## src/rtl/counter_sequencer.sv

```systemverilog
// rtl/counter_sequencer.sv - start/stop/pause count sequencer with terminal count and auto-reload
//
// Purpose:
//   Owns a WIDTH-bit count register and sequences it through IDLE/RUN/PAUSE/DONE.
//   The run counts up from 0 to the latched limit, or down from the latched limit
//   to 0. At the terminal value it either finishes (one-shot) or restarts (reload).
//   Optional build macro: COUNTER_SEQ_PRESCALE_EN. When it is defined, the count
//   and terminal actions happen only once every PRESCALE cycles of RUN.
//
// Ports:
//   CLK        in   system clock, all state changes on posedge
//   reset      in   synchronous active-high reset, priority over everything
//   start      in   begin a run (IDLE only)
//   stop       in   abort the run (RUN/PAUSE only)
//   pause      in   level, hold the count while high
//   cfg_load   in   latch cfg_limit/cfg_dir/cfg_reload (IDLE only)
//   cfg_limit  in   terminal value (up) or start value (down), WIDTH bits
//   cfg_dir    in   0 = up, 1 = down
//   cfg_reload in   1 = auto-reload at terminal, 0 = one-shot
//   out        out  registered count, WIDTH bits
//   busy       out  high in RUN or PAUSE
//   done       out  one-cycle pulse at the terminal action
//   state      out  IDLE=00, RUN=01, PAUSE=10, DONE=11
module counter_sequencer #(
  parameter int WIDTH    = 4,
  parameter int PRESCALE = 2
) (
  input  logic             CLK,
  input  logic             reset,
  input  logic             start,
  input  logic             stop,
  input  logic             pause,
  input  logic             cfg_load,
  input  logic [WIDTH-1:0] cfg_limit,
  input  logic             cfg_dir,
  input  logic             cfg_reload,
  output logic [WIDTH-1:0] out,
  output logic             busy,
  output logic             done,
  output logic [1:0]       state
);

  typedef enum logic [1:0] {
    ST_IDLE  = 2'b00,
    ST_RUN   = 2'b01,
    ST_PAUSE = 2'b10,
    ST_DONE  = 2'b11
  } state_t;

  localparam logic [WIDTH-1:0] ONE      = {{(WIDTH-1){1'b0}}, 1'b1};
  localparam logic [WIDTH-1:0] ALL_ONES = {WIDTH{1'b1}};

  state_t           r_state;
  logic [WIDTH-1:0] r_out;
  logic [WIDTH-1:0] r_limit;
  logic             r_dir;
  logic             r_reload;
  logic             r_busy;
  logic             r_done;

  logic [WIDTH-1:0] w_ld_limit;
  logic             w_ld_dir;
  logic [WIDTH-1:0] w_start_val;
  logic [WIDTH-1:0] w_reload_val;
  logic [WIDTH-1:0] w_term_val;
  logic [WIDTH-1:0] w_step_val;
  logic             w_at_term;
  logic             w_tick;

  // A start in IDLE sees the config being loaded on the same edge, so the
  // start value is derived from the incoming cfg when cfg_load is high.
  assign w_ld_limit   = cfg_load ? cfg_limit : r_limit;
  assign w_ld_dir     = cfg_load ? cfg_dir   : r_dir;
  assign w_start_val  = w_ld_dir ? w_ld_limit : '0;

  // Inside a run only the latched config matters.
  assign w_reload_val = r_dir ? r_limit : '0;
  assign w_term_val   = r_dir ? '0 : r_limit;
  assign w_at_term    = (r_out == w_term_val);
  assign w_step_val   = r_dir ? (r_out - ONE) : (r_out + ONE);

`ifdef COUNTER_SEQ_PRESCALE_EN
  localparam int PS_W = (PRESCALE > 1) ? $clog2(PRESCALE) : 1;
  localparam logic [PS_W-1:0] PS_LAST = PS_W'(PRESCALE - 1);
  localparam logic [PS_W-1:0] PS_ONE  = PS_W'(1);

  logic [PS_W-1:0] r_presc;

  assign w_tick = (r_presc == PS_LAST);

  // Held at zero outside a run so every start begins a fresh period; a tick
  // wraps it to zero, which also covers the reload edge.
  always_ff @(posedge CLK) begin
    if (reset) begin
      r_presc <= '0;
    end else if (r_state == ST_IDLE || r_state == ST_DONE) begin
      r_presc <= '0;
    end else if (stop) begin
      r_presc <= '0;
    end else if (r_state == ST_RUN && !pause) begin
      r_presc <= w_tick ? '0 : (r_presc + PS_ONE);
    end
  end
`else
  // Every cycle is a tick; PRESCALE is at least 1 so this is a constant 1.
  assign w_tick = (PRESCALE > 0);
`endif

  always_ff @(posedge CLK) begin
    if (reset) begin
      r_state  <= ST_IDLE;
      r_out    <= '0;
      r_busy   <= 1'b0;
      r_done   <= 1'b0;
      r_limit  <= ALL_ONES;
      r_dir    <= 1'b0;
      r_reload <= 1'b0;
    end else begin
      r_done <= 1'b0;
      case (r_state)
        ST_IDLE: begin
          if (cfg_load) begin
            r_limit  <= cfg_limit;
            r_dir    <= cfg_dir;
            r_reload <= cfg_reload;
          end
          if (start) begin
            r_out   <= w_start_val;
            r_state <= ST_RUN;
            r_busy  <= 1'b1;
          end
        end
        ST_RUN: begin
          if (stop) begin
            r_state <= ST_IDLE;
            r_busy  <= 1'b0;
          end else if (pause) begin
            r_state <= ST_PAUSE;
          end else if (w_tick) begin
            if (w_at_term) begin
              r_done <= 1'b1;
              if (r_reload) begin
                r_out <= w_reload_val;
              end else begin
                r_state <= ST_DONE;
                r_busy  <= 1'b0;
              end
            end else begin
              r_out <= w_step_val;
            end
          end
        end
        ST_PAUSE: begin
          if (stop) begin
            r_state <= ST_IDLE;
            r_busy  <= 1'b0;
          end else if (!pause) begin
            // Resume edge only changes state; the count advances from the next edge.
            r_state <= ST_RUN;
          end
        end
        ST_DONE: begin
          r_state <= ST_IDLE;
        end
      endcase
    end
  end

  assign out   = r_out;
  assign busy  = r_busy;
  assign done  = r_done;
  assign state = r_state;

endmodule

```

## config.mk

```make
export PLATFORM = sky130hd
export DESIGN_NAME = counter_sequencer
export DESIGN_NICKNAME = d
export VERILOG_FILES = /design/src/rtl/counter_sequencer.sv
export SDC_FILE = /design/constraint.sdc
export NUM_CORES = 1
export LEC_CHECK = 0
export BUFFER_PORTS_ARGS = -buffer_cell sky130_fd_sc_hd__buf_4
export CELL_PAD_IN_SITES_DETAIL_PLACEMENT = 0
export CELL_PAD_IN_SITES_GLOBAL_PLACEMENT = 1
export CORE_AREA = 5 5 57 59
export DETAILED_ROUTE_END_ITERATION = 8
export DIE_AREA = 0 0 62 64
export HOLD_SLACK_MARGIN = 0.03
export PLACE_DENSITY_LB_ADDON = 0.1
export SLEW_MARGIN = 20
export SYNTH_ARGS = -nofsm -noshare
export SYNTH_HDL_FRONTEND = slang
export SYNTH_SLANG_ARGS = --single-unit
```

## constraint.sdc

```tcl
create_clock -name CLK -period 2.8 [get_ports CLK]
set_clock_uncertainty 0.2 [all_clocks]
set_input_delay 0.28 -clock CLK [delete_from_list [all_inputs] [get_ports CLK]]
set_output_delay 0.28 -clock CLK [all_outputs]
set_load 0.02 [all_outputs]
```

# Word-level counts from Yosys, hierarchy flattened
# Index checks and enable logic that the tools add are counted.
# W data, S select, Z words.
# op_classes
n_bitwise,1
reduce_logical,8
n_eq_ne,15
mux,28
add_sub_neg,2
# ops
operator,n
$mux W4,10
$ne A3 B3 Y1 const B,5
$mux W2,7
$mux W1,8
$ne A2 B2 Y1 const B,4
$ne A4 B4 Y1 const B,2
$pmux W2 S4,1
$pmux W4 S2,1
$reduce_and A6 Y1,1
$reduce_and A5 Y1,1
$add A4 B1 Y4 const B,1
$eq A2 B2 Y1 const B,2
$eq A4 B4 Y1,1
$reduce_and A4 Y1,1
$reduce_or A4 Y1,1
$sub A4 B1 Y4 const B,1
$pmux W1 S3,1
$reduce_bool A3 Y1,1
$eq A2 B1 Y1 const B,1
$logic_not A2 Y1,1
$reduce_and A2 Y1,1
$reduce_bool A2 Y1,1
$not A1 Y1,1
# word_totals
wordCells,61
register_bits,14
output_inout_bits,8

# Logic depth before layout (Yosys ltp)
# depth
word_depth,6
ltp_mapped,8
ltp_nobuf,7

# Worst setup path after synthesis
# Ideal clock, no wire load.
# synth_timing
kind,register -> register
startpoint,register r_state[0] (netlist: state[0])
endpoint,register r_busy (netlist: busy)
required_ps,2529
setup_slack_ps,530
arrival_ps,1999
path_stages_with_launch,8
period_less_slack_ps,2270
path_cell_list,dfxtp_1 -> inv_1 -> ha_1 -> clkbuf_1 -> nor2b_1 -> or2_2 -> or4_1 -> a21oi_1
# synth_via
elab_chain_len,3
# synth_lines
item,line,text
"start, declared",53,state_t r_state;
"start signal, assigned",111,r_state <= ST_IDLE;
"start signal, assigned",129,r_state <= ST_RUN;
"start signal, assigned",135,r_state <= ST_IDLE;
"$eq A2 B1 Y1, or another cell as far along",120,case (r_state)
"$ne A3 B3 Y1 (no source line), or another cell as far along",-,
$reduce_and A6 Y1 (no source line),-,
"end signal, assigned",113,r_busy <= 1'b0;
"end signal, assigned",130,r_busy <= 1'b1;
"end signal, assigned",136,r_busy <= 1'b0;
"end, declared",58,logic r_busy;
# Several ways; a longest one is shown, not always the timed one.
# A chain may end at the register's enable or synchronous reset.

# Worst setup path in the final report
# layout_timing
startpoint,register r_dir
endpoint,register r_out[0] (netlist: out[0])
# layout_via
elab_chain_len,6
# layout_lines
item,line,text
"start, declared",56,logic r_dir;
"start signal, assigned",124,r_dir <= cfg_dir;
$mux W4 (on tied branches),"78, 77",
$eq A4 B4 Y1 / $mux W4 (equally long branches),"79, 142",
$mux W4,140,if (w_at_term) begin
$mux W4,137,end else if (pause) begin
$mux W4,134,if (stop) begin
$pmux W4 S2,120,
"end signal, assigned",128,r_out <= w_start_val;
"end signal, assigned",143,r_out <= w_reload_val;
"end signal, assigned",149,r_out <= w_step_val;
"end, declared",54,logic [WIDTH-1:0] r_out;
# Several ways; a longest one is shown, not always the timed one. The select of a mux whose other input is x is not followed.

==> summary.txt <==
Run status
  • Run status: completed

Worst setup path
  • Setup CP Type: reg -> reg
  • Reg-to-reg startpoint: r_dir
  • Worst EP required: 2.82 ns
  • Setup crit start kind: flop
  • Slowest CP cell: dfxtp_1
  • Worst setup EP type: flop
  • Worst-path cell chain: and4bb_1 > a22oi_1 > a32oi_4 > a221o_1 > a211o_1 > a21oi_1
  • CP top delay family: compound AO/OA/AOI/OAI gates
  • Crit-path max cell delay: 0.61 ns
  • Crit path max fanout: 14
  • Buf/Inv on CP: 0
  • Reg2Reg Depth: 6
  • RR Endpoint: out[0]
  • Crit path DAT: 2.41 ns
  • Reg-to-reg slack, setup: approximately 0.40 ns

STA
  • Setup ws final: a little over 0.4 ns
  • Final setup viols: 0
  • Fmax: 417.2 MHz
  • Tcrit/Tclk final: 0.8560
  • Relative slew slack: 0.7016
  • Hold Violations, Final: 0
  • Min Tclk post-route: 2.397 ns
  • Worst Tran Pin Value: between 0.4 and 0.5 ns
  • Slew Limit Fails: 0
  • RSZ-0062 raised after global routing: false
  • Final TNS setup: 0 ns
  • Minimum hold slack: 0.05094 ns

Yosys
  • Cell with the most instances after synthesis: dfxtp_1
  • Synth Cell Area: 1036 um^2
  • Synth top area share: 0.2705
  • Yosys Warn Count: 0
  • Synth top area cells: dfxtp_1 27%, ha_1 8.5%, a211o_1 6.8%
  • Most frequent cells after synthesis: 14 x dfxtp_1, 11 x nand2_1, 9 x inv_1, 9 x nor2_1
  • Mean post-synth cell area: 8.780 um^2
  • Sequential share of the synthesized area: 0.2705
  • Synth unique cells: 41
  • Main flop type after synthesis: dfxtp_1
  • Register bit total from synthesis: 14
  • Async S/R FF share, synth: 0
  • EDFF count, synth: 0
  • Largest area contributor in the netlist: dfxtp_1
  • Post-Syn Instances: 118
  • Mapped Nets: 138

Clocking
  • CTS Buf Count: 3
  • Worst-path clk slew: 0.09 ns
  • Max Root-Sink Buffers: 2
  • Cts repair resizes: 0
  • Skew-Pair Late Insertion Delay: 0.28 ns
  • Clk root buf: clkbuf_4
  • # hold bufs at CTS: 0
  • CTS tree: done
  • Setup bufs post-CTS: 0
  • TritonCTS Sinks: 14
  • # H-tree levels: 1

Power
  • Sw power: between 200 and 250 uW
  • Share of power burned in registers: 0.406
  • Total Power: 621.5 uW
  • Cell area power density: slightly above 500 nW/um^2
  • Pleak: 0.5241 nW
  • Comb power frac: 0.352
  • Switching Fraction: 0.3533
  • Worst vdd ir: 0.2596 mV
  • Clock power frac: 0.242
  • Int Power: 401.9 uW

Floorplanning
  • Die height: 64 um
  • Starting density of the core: 0.3891
  • Io pins: 20
  • Chip width: 62 um
  • Die area: 3968 um^2
  • Core area: roughly 2700 um^2
  • Row cnt: 19

Final layout
  • End-of-flow core utilization: 0.4605
  • Layout area overhead: 18.36%
  • Final #Nets: between 150 and 200
  • Share of layout cells above drive strength 1: 0.2500
  • Fillers: 277
  • ANT cells: 0

Global routing
  • Initial antenna violation count: 0
  • Number of global-route vias before repair: 818
  • Total Routing Usage GR: 0.1338
  • Global route overflow: 0
  • First-pass GRT wire length: slightly above 4000 um
  • Largest net degree at the start of global routing: 17

Placed design
  • Setup WS pre-CTS: between 0.4 and 0.5 ns
  • Routability Congestion: around 0.75
  • Port bufs: 19
  • DPL Wire Length: between 1500 and 2000 um

Drt
  • Wire per inst: between 10 and 15 um
  • Routed WL: ~2400 um
  • Via count: 907
  • Via density: 5.431
  • Antenna Nets Post-Route: 0
  • First-pass DRT Iterations: 4
  • Initial DRC count: 29
  • DRC: 0

Run
  • Max-Cap Viols: 0

Hold path
  • Hold EP: r_reload
  • Worst hold path stage count: 3
  • Worst Hold Class: in -> reg
  • Hold_sp: cfg_reload
-- worst max path at each step --
stage	slack, ns	from	to	cells after the start
final	0.40	r_dir	out[0]	6
after global routing	0.26	r_dir	out[0]	6
after CTS	0.41	r_dir	out[0]	6
after detailed placement	0.43	r_dir	out[0]	6
after global placement	0.45	r_dir	out[3]	5
after floorplan	0.53	state[0]	busy	7
-- tightest hold or removal path: stages --
cell	delay [ns]
buf_4	0.11
nand3_1	0.05
a21oi_1	0.05
-- cell usage in the layout, fill, tap and decap left out, drive strengths merged, types with 3 or more instances in the layout --
cell type	count
nor2	9
a311oi	3
inv	9
buf	19
nand2	11
mux2	5
ha	7
a21oi	9
dfxtp	14
a211o	8
and3	4
clkbuf	4
nand3	3
-- flip-flops by register name (all words and copies together) (netlist names) --
register and cells:
r_dir 1, busy 1, out 4, state 2, done 1, r_limit 4, r_reload 1
-- layer usage --
| metal | global-route usage | part of all wire | wire length [um] | up-vias |
|---|---|---|---|---|
| met5 | 0 | 0 | 0 | - |
| met4 | 0.04775 | 0.0078 | 19 | 0 |
| met3 | 0.03622 | 0.063 | 154 | 2 |
| met2 | 0.1775 | 0.43 | 1044 | 22 |
| met1 | 0.2022 | 0.50 | 1218 | 410 |
| li1 | - | - | - | 473 |
-- area by class of cell --
class                   count  area, um^2  share of cell area
repair buffers             19       142.6              0.1163
inverters                   9       33.78             0.02755
multi-input cells          90       694.4              0.5663
well taps                  31       38.79             0.03163
flip-flops and latches     14       280.3              0.2286
clock buffers               4       36.28             0.02959
-- power groups by stage --
stage	Clock, mW	Combinational (mW)	Sequential [mW]
after detailed placement	0	0.217	0.257
after floorplan	0	0.144	0.262
final	0.150	0.219	0.252
after global routing	0.169	0.242	0.257
after global placement	0	0.218	0.256
after CTS	0.153	0.218	0.252
-- metrics by stage --
stage / instance area, um^2 / instances
2_1_floorplan: 1036 / 118
3_3_place_gp: 1190 / 163
3_5_place_dp: 1190 / 163
4_1_cts: 1226 / 167
5_1_grt: 1226 / 167
6_report: 1226 / 167
-- logic make-up after synthesis --
family                   Yosys count  share of synthesized area
AO/OA/AOI/OAI                     32                     0.2609
buffers and inverters             14                    0.05917
multiplexers                       5                    0.05796
AND/OR/NAND/NOR                   41                     0.2138
flip-flops                        14                     0.2705
XOR/XNOR                           4                    0.03382
adder cells (fa/ha/maj)            8                     0.1039
(Power assumes the default switching activity.)
